==> config.mk <==
export PLATFORM = sky130hd
export DESIGN_NAME = apu_dmc
export DESIGN_NICKNAME = d
export VERILOG_FILES = /design/src/rtl/apu_dmc.sv
export SDC_FILE = /design/constraint.sdc
export NUM_CORES = 1
export LEC_CHECK = 0
export ABC_AREA = 1
export ABC_CLOCK_PERIOD_IN_PS = 3600
export BUFFER_PORTS_ARGS = -buffer_cell sky130_fd_sc_hd__buf_4
export CAP_MARGIN = 10
export CORE_AREA = 2 2 87 89
export DETAILED_ROUTE_END_ITERATION = 8
export DIE_AREA = 0 0 89 91
export PLACE_DENSITY = 0.91
export SYNTH_ARGS = -nofsm -noshare
export SYNTH_HDL_FRONTEND = slang
export SYNTH_SLANG_ARGS = --single-unit
==> constraint.sdc <==
create_clock -name clk -period 3.6 [get_ports clk]
set_clock_uncertainty 0.2 [all_clocks]
set_input_delay 0.9 -clock clk [delete_from_list [all_inputs] [get_ports clk]]
set_output_delay 0.9 -clock clk [all_outputs]
set_load 0.01 [all_outputs]
==> src/rtl/apu_dmc.sv <==
// apu_dmc: APU delta-modulation channel. Decodes $4010-$4015 writes, requests sample
// bytes from the DMA engine and plays them as 1-bit deltas on a 7-bit output level.
module apu_dmc #(
   parameter bit PAL = 1'b0
) (
   input  logic        clk,
   input  logic        rst_n,
   input  logic        cpu_ce,
   input  logic        rw_i,
   input  logic [15:0] cpu_addr_i,
   input  logic [7:0]  cpu_data_i,
   input  logic        dmc_read,
   input  logic [7:0]  dmc_data_i,
   output logic        dmc_req,
   output logic        dmc_init,
   output logic        dmc_addr_wr,
   output logic [6:0]  sample,
   output logic        dmc_active,
   output logic        irq
);
   localparam int unsigned TW = 9;
   localparam int unsigned CW = 12;
   localparam int unsigned LW = 7;
   localparam int unsigned BW = 8;

   typedef enum logic {S_IDLE, S_WAIT} state_t;

   state_t        state, state_n;
   logic          req_n, init_n;
   logic          wr, wr_4010, wr_4011, wr_4013, wr_4015;
   logic          irq_en, loop;
   logic [3:0]    rate;
   logic [BW-1:0] length;
   logic [CW-1:0] bytes_rem, bytes_rem_n, len_count;
   logic          buf_full, silence, out_clk, accept, last_byte;
   logic [BW-1:0] buf_data, shift;
   logic [3:0]    bits_left;
   logic [TW-1:0] timer;

   // Timer reload value (period - 1) for a rate index
   function automatic logic [TW-1:0] period_m1(input logic [3:0] r);
      int unsigned p;
      p = 428;
      case (r)
         4'd0:  p = PAL ? 398 : 428;
         4'd1:  p = PAL ? 354 : 380;
         4'd2:  p = PAL ? 316 : 340;
         4'd3:  p = PAL ? 298 : 320;
         4'd4:  p = PAL ? 276 : 286;
         4'd5:  p = PAL ? 236 : 254;
         4'd6:  p = PAL ? 210 : 226;
         4'd7:  p = PAL ? 198 : 214;
         4'd8:  p = PAL ? 176 : 190;
         4'd9:  p = PAL ? 148 : 160;
         4'd10: p = PAL ? 132 : 142;
         4'd11: p = PAL ? 118 : 128;
         4'd12: p = PAL ? 98  : 106;
         4'd13: p = PAL ? 78  : 84;
         4'd14: p = PAL ? 66  : 72;
         default: p = PAL ? 50 : 54;
      endcase
      return TW'(p - 1);
   endfunction

   // Register decode and per-clk event qualifiers
   always_comb begin
      wr          = cpu_ce && !rw_i;
      wr_4010     = wr && (cpu_addr_i == 16'h4010);
      wr_4011     = wr && (cpu_addr_i == 16'h4011);
      wr_4013     = wr && (cpu_addr_i == 16'h4013);
      wr_4015     = wr && (cpu_addr_i == 16'h4015);
      dmc_addr_wr = wr && (cpu_addr_i == 16'h4012);
      len_count   = {length, 4'b0001};
      out_clk     = cpu_ce && (timer == '0);
      accept      = dmc_read && (state == S_WAIT);
      last_byte   = accept && (bytes_rem == CW'(1));
   end

   // Byte counter and DMA address reload; a $4015 write overrides a same-clk fetch
   always_comb begin
      bytes_rem_n = bytes_rem;
      init_n      = 1'b0;
      if (accept && (bytes_rem != '0))
         bytes_rem_n = bytes_rem - CW'(1);
      if (last_byte && loop) begin
         bytes_rem_n = len_count;
         init_n      = 1'b1;
      end
      if (wr_4015) begin
         if (!cpu_data_i[4]) begin
            bytes_rem_n = '0;
            init_n      = 1'b0;
         end else if (bytes_rem == '0) begin
            bytes_rem_n = len_count;
            init_n      = 1'b1;
         end
      end
   end

   // Request FSM: a pending dmc_init holds off the request so the DMA reloads first
   always_comb begin
      state_n = state;
      req_n   = 1'b0;
      case (state)
         S_IDLE:
            if (!buf_full && (bytes_rem != '0) && !dmc_init) begin
               state_n = S_WAIT;
               req_n   = 1'b1;
            end
         S_WAIT:
            if (dmc_read)
               state_n = S_IDLE;
         default: state_n = S_IDLE;
      endcase
   end

   always_ff @(posedge clk or negedge rst_n) begin
      if (!rst_n) begin
         state      <= S_IDLE;
         dmc_req    <= 1'b0;
         dmc_init   <= 1'b0;
         bytes_rem  <= '0;
         dmc_active <= 1'b0;
         timer      <= period_m1(4'd0);
         irq_en     <= 1'b0;
         loop       <= 1'b0;
         rate       <= 4'd0;
         length     <= '0;
         irq        <= 1'b0;
         sample     <= '0;
         buf_full   <= 1'b0;
         buf_data   <= '0;
         shift      <= '0;
         bits_left  <= 4'd8;
         silence    <= 1'b1;
      end else begin
         state      <= state_n;
         dmc_req    <= req_n;
         dmc_init   <= init_n;
         bytes_rem  <= bytes_rem_n;
         dmc_active <= (bytes_rem_n != '0);

         if (cpu_ce)
            timer <= (timer == '0) ? period_m1(rate) : timer - TW'(1);

         // Output unit: delta, shift, and buffer hand-off at the end of each 8-bit cycle
         if (out_clk) begin
            if (!silence) begin
               if (shift[0] && (sample <= LW'(125)))
                  sample <= sample + LW'(2);
               else if (!shift[0] && (sample >= LW'(2)))
                  sample <= sample - LW'(2);
            end
            shift <= {1'b0, shift[BW-1:1]};
            if (bits_left == 4'd1) begin
               bits_left <= 4'd8;
               if (buf_full) begin
                  shift    <= buf_data;
                  buf_full <= 1'b0;
                  silence  <= 1'b0;
               end else begin
                  silence  <= 1'b1;
               end
            end else begin
               bits_left <= bits_left - 4'd1;
            end
         end

         // Placed after the output unit so a byte landing on a cycle end is kept
         if (dmc_read && ((state == S_WAIT) || !buf_full)) begin
            buf_data <= dmc_data_i;
            buf_full <= 1'b1;
         end

         if (last_byte && !loop && irq_en)
            irq <= 1'b1;

         if (wr_4010) begin
            irq_en <= cpu_data_i[7];
            loop   <= cpu_data_i[6];
            rate   <= cpu_data_i[3:0];
            if (!cpu_data_i[7])
               irq <= 1'b0;
         end
         if (wr_4011)
            sample <= cpu_data_i[6:0];
         if (wr_4013)
            length <= cpu_data_i;
         if (wr_4015)
            irq <= 1'b0;
      end
   end
endmodule

==> results of run 1 <==
-- layer usage --
metal	up-vias	track usage, %
met3	58	5.09
met4	0	16.4
met5	-	0
met1	1935	33.8
met2	177	48.9
li1	2011	-
-- sequential cells by signal, summed over array words and instances, names as in the netlist, 4 cells and up --
signal	flops
bits_left	4
buf_data	8
bytes_rem	12
length	8
rate	4
sample	7
shift	8
timer	9
-- metrics by stage --
step	setup WS [ns]	cells	instance area (µm²)	hold WS [ns]	total power, W
floorplan	0.798	587	4490	0.238	0.00160
global placement	0.549	727	4930	0.242	0.00178
detailed placement	0.448	727	4930	0.254	0.00184
CTS	0.446	743	5170	0.284	0.00259
global route	0.377	743	5170	0.314	0.00276
finish	0.416	743	5170	0.291	0.00259
-- synthesized netlist by cell type, drive strengths merged, types with 4 or more instances --
library cell / count / share of area (%)
clkbuf: 5 / 0.42
nand4: 11 / 1.7
nor3: 8 / 1.0
nand2: 158 / 14
xor2: 15 / 2.9
nor2: 63 / 6.6
dfstp: 8 / 4.7
a21oi: 18 / 2.5
mux2i: 7 / 1.6
ha: 15 / 4.2
o21ai: 61 / 7.2
and2: 4 / 0.61
inv: 77 / 6.4
dfrtp: 61 / 34
mux2: 7 / 1.8
nand3: 39 / 5.0
-- worst max-delay path, cell delays in order --
cell	delay, ns
buf_4	0.15
inv_1	0.13
nor2_1	0.28
nand2_1	0.15
nor4_1	0.30
buf_4	0.18
-- final cells by class --
class	count	area [µm²]
repair buffers	49	368
fillers	561	1970
inverters	77	289
well taps	99	124
clock inverters	6	111
multi-input cells	433	2410
clock buffers	10	128
flip-flops and latches	69	1740
-- worst min-delay path by stage --
| stage | to | cells after the start | slack, ns | start |
|---|---|---|---|---|
| 3_3_place_gp | dmc_req | 1 | 0.24 | dmc_init |
| 3_5_place_dp | dmc_req | 1 | 0.25 | dmc_init |
| 2_1_floorplan | dmc_req | 1 | 0.24 | buf_full |
| 4_1_cts | dmc_req | 1 | 0.28 | dmc_init |
| 6_report | dmc_req | 1 | 0.29 | dmc_init |
| 5_1_grt | dmc_req | 1 | 0.31 | dmc_init |
-- where the power goes --
part           total (W)  switching [W]  internal [W]
Combinational   0.000759       0.000432      0.000328
Clock           0.000757       0.000296      0.000460
Sequential       0.00108       0.000146      0.000930
Total            0.00259       0.000874       0.00172
-- cells by family after synthesis --
| kind of cell | synth area share (%) |
|---|---|
| flip-flops | 38.7 |
| AO/OA/AOI/OAI | 12.1 |
| AND/OR/NAND/NOR | 30.7 |
| buffers and inverters | 7.48 |
| adder cells (fa/ha/maj) | 4.18 |
| XOR/XNOR | 3.51 |
| multiplexers | 3.32 |
==> summary.md, run 1 <==
| Metric | Value |
|---|---|
| Status | `finished, final reports clean` |
| Row Count | `31` |
| Final Slew Violations | `0` |
| Detail Route Antenna Nets | `0` |
| Setup Viol. Count Final | `0` |
| Normalized max-slew margin | `43.3%` |
| Hpwl dp | `8.07 mm` |
| Worst Max-Slew Pin Slew | `0.850 ns` |
| Minimum clock period | `3.18 ns` |
| Port-buffer cells | `48` |
| Fraction of synthesis flops using an asynchronous set or reset pin | `100%` |
| First-pass GRT wire length | `18.5 mm` |
| Avg WL per Cell | `14.7 µm` |
| Initial core utilization | `62.9%` |
| Met2 wire len | `5.42 mm` |
| CTS tree | `built` |
| Hold-fix buffers, CTS | `0` |
| Commonest cells after routing, fill and taps aside | `148 x nand2_1, 72 x inv_1, 61 x dfrtp_1` |
| Die extent in x | `89 µm` |
| Vias in the first global route | `4,227` |
| Max Cap Viol | `0` |
| Hold Vio Cnt, Final | `0` |
| Setup_tns | `0 ns` |
| Reg2Reg Setup Slack | `1.08 ns` |
| CP Data Arrival Time | `2.08 ns` |
| Top Layer Used | `met4` |
| CTS root buf | `clkbuf_8` |
| Final core utilization | `72.4%` |
| Layout net count | `691` |
| R2r worst-path depth | `11` |
| TritonCTS buffer count | `9` |
| Postcts setup bufs | `0` |
| Post-synthesis to final-layout area growth | `15.3%` |
| WL met3 | `672 µm` |
| Share of layout cells above drive strength 1 | `19.3%` |
| Area of the die | `8100 µm²` |
| Register area share after synthesis | `38.7%` |
| Height of the die | `91 µm` |
| Cts repair resizes | `0` |
| Core ar. | `7140 µm²` |
| Worst EP required | `2.50 ns` |
| 1st-pass router iterations | `5` |
| Netlist Area Pre-Place | `4490 µm²` |
| Drt via density | `5.63` |
| Clock transition time at the flip-flop clock pins of the worst setup and hold paths | `0.07 ns` |
| Worst-skew pair later-pin latency | `0.35 ns` |
| Worst VDD drop | `382 µV` |
| Metal-1 WL | `4.26 mm` |
| Main synth FF type | `dfrtp_1` |
| Distinct cells, synth | `49` |
| Hold crit path type | `reg -> reg` |
| 1st-iter DRT viols | `476` |
| Flops & latches, synth | `69` |
| Power per cell area | `501 nW/µm²` |
| CP endpoint kind | `output port` |
| Largest net degree at the start of global routing | `70` |
| P_leak | `2.57 nW` |
| Synth warn | `0` |
| DRC errors left | `0` |
| Vias | `4,181` |
| Clock Sinks | `69` |
| Antenna diode count | `0` |
| Gr usage total | `28.9%` |
| Clk buf depth | `2` |
| Post-synthesis instance total | `587` |
| End point of the critical path | `dmc_addr_wr` |
| # H-tree levels | `3` |
| Grt ovf | `0` |
| Initial antenna violation count | `0` |
| Period utilization | `88.5%` |
| Crit path launch type | `input port` |
| Origin of the critical flop-to-flop path | `rate[0]` |
| Post-synth EDFFs | `0` |
| Unrepaired setup endpoints after global routing | `no` |
| # IOs | `49` |
| Achievable Freq | `314 MHz` |
| WS Path Type | `in -> out` |
| GP Congestion | `0.944` |
| Syn_nets | `639` |
| CP Max Fanout | `13` |
| Crit path from | `cpu_ce` |
| Most common cell after layout, fill and taps aside | `nand2_1` |
| WL final | `10.9 mm` |
| Syn Area/Cell | `7.64 µm²` |
| Reg-to-reg endpoint | `timer[7]` |
(Power assumes the default switching activity.)
==> run 2: changes to the inputs <==
Settings changed: CTS_BUF_LIST from default to sky130_fd_sc_hd__clkbuf_4 sky130_fd_sc_hd__clkbuf_8, REMOVE_ABC_BUFFERS from default to 1.
==> run 2 against run 1 <==
- sequential power about the same
- sequential cell count unchanged
- power shrank 3.0%
- highest routed layer unchanged
- clock-buffer cell count is 2 higher
- register-to-register slack improved by 0.07 ns
- cell area is 0.90% lower
- critical endpoint unchanged
- die area is the same
- worst hold slack got worse by 0.0069 ns
- critical path depth stayed put
==> summary.md, run 2 (synthesized netlist as in run 1, its figures left out) <==
| Metric | Value |
|---|---|
| Status | `finished, final reports clean` |
| CTS tree | `built` |
| Vias in the first global route | `4,156 (-1.7%)` |
| CP endpoint kind | `output port` |
| Hold path depth | `1 (unchanged)` |
| Crit path launch type | `input port` |
| Setup Viol. Count Final | `0 (unchanged)` |
| 1st-iter DRT viols | `288 (-39%)` |
| Layout net count | `690 (-0.14%)` |
| CTS root buf | `clkbuf_8` |
| Reg-to-reg endpoint | `sample[2]` |
| Worst Max-Slew Pin Slew | `0.865 ns (+0.0149 ns)` |
| # IOs | `49 (unchanged)` |
| Avg WL per Cell | `14.8 µm (+1.0%)` |
| CP Max Fanout | `13 (unchanged)` |
| Share of layout cells above drive strength 1 | `19.3% (+0.030 points)` |
| Hold endpoint | `dmc_req` |
| Largest regs | `bytes_rem (12), timer (9)` |
| GP Congestion | `0.895 (-5.2%)` |
| Postcts setup bufs | `0 (unchanged)` |
| HP Start | `buf_full` |
| Gr usage total | `29.2% (+0.28 points)` |
| # H-tree levels | `3 (unchanged)` |
| R2r worst-path depth | `12 (+1)` |
| Delay-heaviest family, CP | `simple AND/OR/NAND/NOR gates` |
| Commonest cells after routing, fill and taps aside | `148 x nand2_1, 72 x inv_1, 61 x dfrtp_1` |
| TritonCTS buffer count | `9 (unchanged)` |
| 1st-pass router iterations | `5 (unchanged)` |
| Height of the die | `91 µm (unchanged)` |
| Antenna diode count | `0 (unchanged)` |
| Slowest CP cell | `nor4_1` |
| Max Cap Viol | `0 (unchanged)` |
| CP Data Arrival Time | `2.08 ns (about the same)` |
| Worst EP required | `2.50 ns (about the same)` |
| P_leak | `2.56 nW (-0.68%)` |
| Hold Vio Cnt, Final | `0 (unchanged)` |
| Worst VDD drop | `499 µV (+30%)` |
| Minimum clock period | `3.18 ns (-0.00207 ns)` |
| First-pass GRT wire length | `18.6 mm (+0.48%)` |
| Port-buffer cells | `48 (unchanged)` |
| Biggest register | `bytes_rem` |
| Grt ovf | `0 (unchanged)` |
| Worst-skew pair later-pin latency | `0.34 ns (about the same)` |
| Unrepaired setup endpoints after global routing | `no` |
| Clk buf depth | `2 (unchanged)` |
| Power per cell area | `491 nW/µm² (-2.1%)` |
| CP dominant cell by count | `buf_4` |
| Crit-path cells | `buf_4 -> inv_1 -> nor2_1 -> nand2_1 -> nor4_1 -> buf_4` |
| Post-synthesis to final-layout area growth | `14.2%` |
| WS Path Type | `in -> out` |
| Largest net degree at the start of global routing | `70 (unchanged)` |
| DRC errors left | `0 (unchanged)` |
| Row Count | `31 (unchanged)` |
| Drt via density | `5.64 (+0.30%)` |
| Hpwl dp | `7.87 mm (-2.5%)` |
| Clock transition time at the flip-flop clock pins of the worst setup and hold paths | `0.07 ns (about the same)` |
| Design Power | `0.00251 W (-3.0%)` |
| Most common cell after layout, fill and taps aside | `nand2_1` |
| Origin of the critical flop-to-flop path | `timer[0]` |
| Cts repair resizes | `0 (unchanged)` |
| Area of the die | `8100 µm² (unchanged)` |
| Period utilization | `88.4% (about the same)` |
| Hold-fix buffers, CTS | `0 (unchanged)` |
| Normalized max-slew margin | `42.3% (-1.0 points)` |
| Detail Route Antenna Nets | `0 (unchanged)` |
| Initial antenna violation count | `0 (unchanged)` |
| Vias | `4,188 (+0.17%)` |
| Reg2Reg Setup Slack | `1.15 ns (+0.07 ns)` |
| Hold crit path type | `reg -> reg` |
| Crit path buf inv count | `3 (unchanged)` |
| Die extent in x | `89 µm (unchanged)` |
| Achievable Freq | `314 MHz (about the same)` |
| Final Slew Violations | `0 (unchanged)` |
| Core ar. | `7140 µm² (unchanged)` |
| Clock Sinks | `69 (unchanged)` |
| WL final | `11.0 mm (+0.88%)` |
| Setup_tns | `0 ns (unchanged)` |
| Initial core utilization | `62.9% (unchanged)` |
| Largest register FFs | `12 (unchanged)` |
| Biggest cell delay along the critical path | `0.36 ns (+0.06 ns)` |
-- run 2: worst register-to-register path: stages (launching register included) --
cell     delay, ns
dfstp_2       0.53
inv_1         0.07
ha_1          0.22
nand2_1       0.14
inv_1         0.05
nand4_1       0.10
nor2_1        0.09
inv_1         0.38
nand2_1       0.13
nand3_2       0.18
inv_2         0.08
nand2_1       0.06
o21ai_0       0.08
-- run 2: report_power, final --
| group | switching, W | internal [W] | total, W | leakage [nW] |
|---|---|---|---|---|
| clock | 0.000296 | 0.000353 | 0.000648 | 0.103 |
| sequential | 0.000150 | 0.000931 | 0.00108 | 0.830 |
| combinational | 0.000458 | 0.000326 | 0.000784 | 1.62 |
| total | 0.000904 | 0.00161 | 0.00251 | 2.56 |
-- run 2: worst max path at each step --
stage | startpoint | end | slack, ns | cells past startpoint
6_report | cpu_ce | dmc_addr_wr | 0.42 | 6
5_1_grt | cpu_ce | dmc_addr_wr | 0.23 | 6
4_1_cts | cpu_ce | dmc_addr_wr | 0.44 | 6
3_5_place_dp | cpu_ce | dmc_addr_wr | 0.44 | 6
3_3_place_gp | cpu_ce | dmc_addr_wr | 0.54 | 6
2_1_floorplan | cpu_ce | dmc_addr_wr | 0.80 | 4
-- run 2: stage by stage --
step           cells  utilization (%)  cell area (µm²)  hold WS [ns]  setup WS (ns)
2_1_floorplan    579                -             4440         0.238          0.798
3_3_place_gp     726             69.0             4920         0.270          0.542
3_5_place_dp     726             69.0             4920         0.257          0.438
4_1_cts          742             71.8             5120         0.279          0.436
5_1_grt          742             71.8             5120         0.300          0.234
6_report         742             71.8             5120         0.284          0.418
-- run 2: final cells by class --
type                    count  area (µm²)
repair buffers             48         360
multi-input cells         433        2410
clock buffers              12         153
well taps                  99         124
inverters                  77         289
flip-flops and latches     69        1740
fillers                   551        2010
clock inverters             4        47.5
-- run 2: routing by layer --
metal / part of all wire [%] / up-vias / global-route usage [%]
li1: - / 2000 / -
met1: 41 / 1994 / 37.7
met2: 51 / 168 / 48.4
met3: 5.7 / 26 / 5.36
met4: 2.4 / 0 / 10.7
met5: 0 / - / 0
==> run 3: changes to the inputs <==
Settings changed: MAX_ROUTING_LAYER from default to met4.
==> run 3 against run 2 <==
- global-route usage is 0.50 points higher
- critical path type unchanged
- core utilization is 0.33 points higher
- power rose by 1.5%
- sequential share of layout area fell by 0.16 points
- sequential cell count stayed put
- sequential power is essentially flat
- largest power group unchanged
- worst hold slack improved by 0.0067 ns
- register-to-register slack better by 0.03 ns
- critical path depth is the same
- non-clock buffer count did not move
- via count is 0.38% higher
- clock power is 11% higher
==> summary.md, run 3 (synthesized netlist as in run 1, its figures left out) <==
| Metric | Value |
|---|---|
| Commonest cells after routing, fill and taps aside | `148 x nand2_1, 72 x inv_1, 61 x dfrtp_1` |
| Seq pwr share | `42.1% (-0.9 points)` |
| WS Path Type | `in -> out` |
| Period utilization | `86.8% (-1.6 points)` |
| CP Max Fanout | `13 (unchanged)` |
| Status | `finished, final reports clean` |
| Worst-skew pair later-pin latency | `0.36 ns (+0.02 ns)` |
| Initial antenna violation count | `0 (unchanged)` |
| Vias | `4,204 (+0.38%)` |
| Antenna diode count | `0 (unchanged)` |
| Post-synthesis to final-layout area growth | `14.8%` |
| Gr usage total | `29.7% (+0.50 points)` |
| CP endpoint kind | `output port` |
| CTS tree | `built` |
| Initial core utilization | `62.9% (unchanged)` |
| 1st-iter DRT viols | `278 (-3.5%)` |
| Crit path launch type | `input port` |
| Crit path buf inv count | `3 (unchanged)` |
| Logic pwr share | `29.6% (-1.6 points)` |
| Design Power | `0.00255 W (+1.5%)` |
| Worst Max-Slew Pin Slew | `0.850 ns (-0.0152 ns)` |
| # H-tree levels | `3 (unchanged)` |
| Slowest CP cell | `nor4_1` |
| Row Count | `31 (unchanged)` |
| Core ar. | `7140 µm² (unchanged)` |
| Largest register FFs | `12 (unchanged)` |
| Share of layout cells above drive strength 1 | `19.3% (unchanged)` |
| P_leak | `2.57 nW (+0.35%)` |
| Vias in the first global route | `4,050 (-2.6%)` |
| Worst EP required | `2.50 ns (about the same)` |
| Hold Vio Cnt, Final | `0 (unchanged)` |
| Layout net count | `690 (unchanged)` |
| Unrepaired setup endpoints after global routing | `no` |
| WL final | `11.1 mm (+0.63%)` |
| Port-buffer cells | `48 (unchanged)` |
| Delay-heaviest family, CP | `simple AND/OR/NAND/NOR gates` |
| Avg WL per Cell | `14.9 µm (+0.63%)` |
| Height of the die | `91 µm (unchanged)` |
| Reg2Reg Setup Slack | `1.18 ns (+0.03 ns)` |
| HP Start | `shift[2]` |
| Reg-to-reg endpoint | `sample[6]` |
| Origin of the critical flop-to-flop path | `timer[0]` |
| Grt ovf | `0 (unchanged)` |
| Die extent in x | `89 µm (unchanged)` |
| First-pass GRT wire length | `18.2 mm (-2.3%)` |
| Biggest cell delay along the critical path | `0.29 ns (-0.07 ns)` |
| Power per cell area | `496 nW/µm² (+1.0%)` |
| Share of power burned in the clock network | `28.2% (+2.4 points)` |
| CTS root buf | `clkbuf_8` |
| PnR worst setup slack | `0.474 ns (+0.0562 ns)` |
| CP Data Arrival Time | `2.03 ns (-0.05 ns)` |
| Pre-CTS WS | `0.501 ns (+0.0628 ns)` |
| Hold-fix buffers, CTS | `0 (unchanged)` |
| Setup Viol. Count Final | `0 (unchanged)` |
| Worst VDD drop | `513 µV (+2.9%)` |
| GP Congestion | `0.911 (+1.8%)` |
| Cts repair resizes | `0 (unchanged)` |
| Normalized max-slew margin | `43.3% (+1.0 points)` |
| Minimum clock period | `3.13 ns (-0.0562 ns)` |
| 1st-pass router iterations | `5 (unchanged)` |
| Hpwl dp | `7.91 mm (+0.50%)` |
| Clock Sinks | `69 (unchanged)` |
| CP dominant cell by count | `buf_4` |
| Biggest register | `bytes_rem` |
| Most common cell after layout, fill and taps aside | `nand2_1` |
| Setup_tns | `0 ns (unchanged)` |
| Cell internal pwr | `0.00166 W (+3.4%)` |
| Hold path depth | `2 (+1)` |
| Max Cap Viol | `0 (unchanged)` |
| Clk buf depth | `2 (unchanged)` |
| TritonCTS buffer count | `9 (unchanged)` |
| # IOs | `49 (unchanged)` |
| Total net switching power | `0.000887 W (-1.9%)` |
| Final Slew Violations | `0 (unchanged)` |
| Clock transition time at the flip-flop clock pins of the worst setup and hold paths | `0.07 ns (about the same)` |
| Sw Ratio | `34.8% (-1.2 points)` |
| Drt via density | `5.67 (+0.38%)` |
| Hold endpoint | `shift[2]` |
| Achievable Freq | `320 MHz (+1.8%)` |
| Area of the die | `8100 µm² (unchanged)` |
| Hold crit path type | `reg -> reg` |
| Largest net degree at the start of global routing | `70 (unchanged)` |
| DRC errors left | `0 (unchanged)` |
| Largest regs | `bytes_rem (12), timer (9)` |
| R2r worst-path depth | `12 (unchanged)` |
| Crit-path cells | `buf_4 -> inv_1 -> nor2_1 -> nand2_1 -> nor4_1 -> buf_4` |
| Detail Route Antenna Nets | `0 (unchanged)` |
| Postcts setup bufs | `0 (unchanged)` |
==> run 3: metal layers <==
metal / up-vias / track usage [%] / wire, µm
met3: 42 / 4.55 / 668
li1: 2008 / - / -
met4: 0 / 14.3 / 389
met5: - / - / 0
met1: 1990 / 36.6 / 4430
met2: 164 / 47.3 / 5570
==> run 3: worst max path at each step <==
stage / endpoint / startpoint / cells after the start
2_1_floorplan: dmc_addr_wr / cpu_ce / 4
3_3_place_gp: dmc_addr_wr / cpu_ce / 6
3_5_place_dp: dmc_addr_wr / cpu_ce / 6
4_1_cts: dmc_addr_wr / cpu_ce / 6
5_1_grt: dmc_addr_wr / cpu_ce / 6
6_report: dmc_addr_wr / cpu_ce / 6
==> run 3: final cells by class <==
class / instances / area [µm²]
clock buffer: 10 / 138
clock inverter: 6 / 86.3
fill: 545 / 1990
inverter: 77 / 289
multi-input combinational: 433 / 2410
sequential: 69 / 1740
tap: 99 / 124
timing repair buffer: 48 / 360
==> run 3: power groups by stage <==
stage | Clock (W) | Sequential, W | Combinational, W
after floorplan | 0 | 0.00106 | 0.000531
after global placement | 0 | 0.00107 | 0.000702
after detailed placement | 0 | 0.00108 | 0.000742
after CTS | 0.000720 | 0.00107 | 0.000753
after global routing | 0.000759 | 0.00109 | 0.000852
final | 0.000720 | 0.00107 | 0.000756
==> run 3: worst reg2reg max path, stage by stage, from the launching register on <==
cell and delay (ns):
dfstp_2 0.53, inv_1 0.07, ha_1 0.22, nand2_1 0.14, inv_1 0.05, nand4_1 0.11, nor2_1 0.10, inv_1 0.37
nand2_1 0.13, nand3_2 0.17, inv_2 0.08, nand2_1 0.06, o21ai_0 0.08
==> run 3: per-stage QoR <==
stage / hold slack [ns] / util [%] / instances / area [µm²]
2_1_floorplan: 0.238 / - / 579 / 4440
3_3_place_gp: 0.270 / 69.0 / 726 / 4920
3_5_place_dp: 0.262 / 69.0 / 726 / 4920
4_1_cts: 0.291 / 72.1 / 742 / 5150
5_1_grt: 0.324 / 72.1 / 742 / 5150
6_report: 0.291 / 72.1 / 742 / 5150
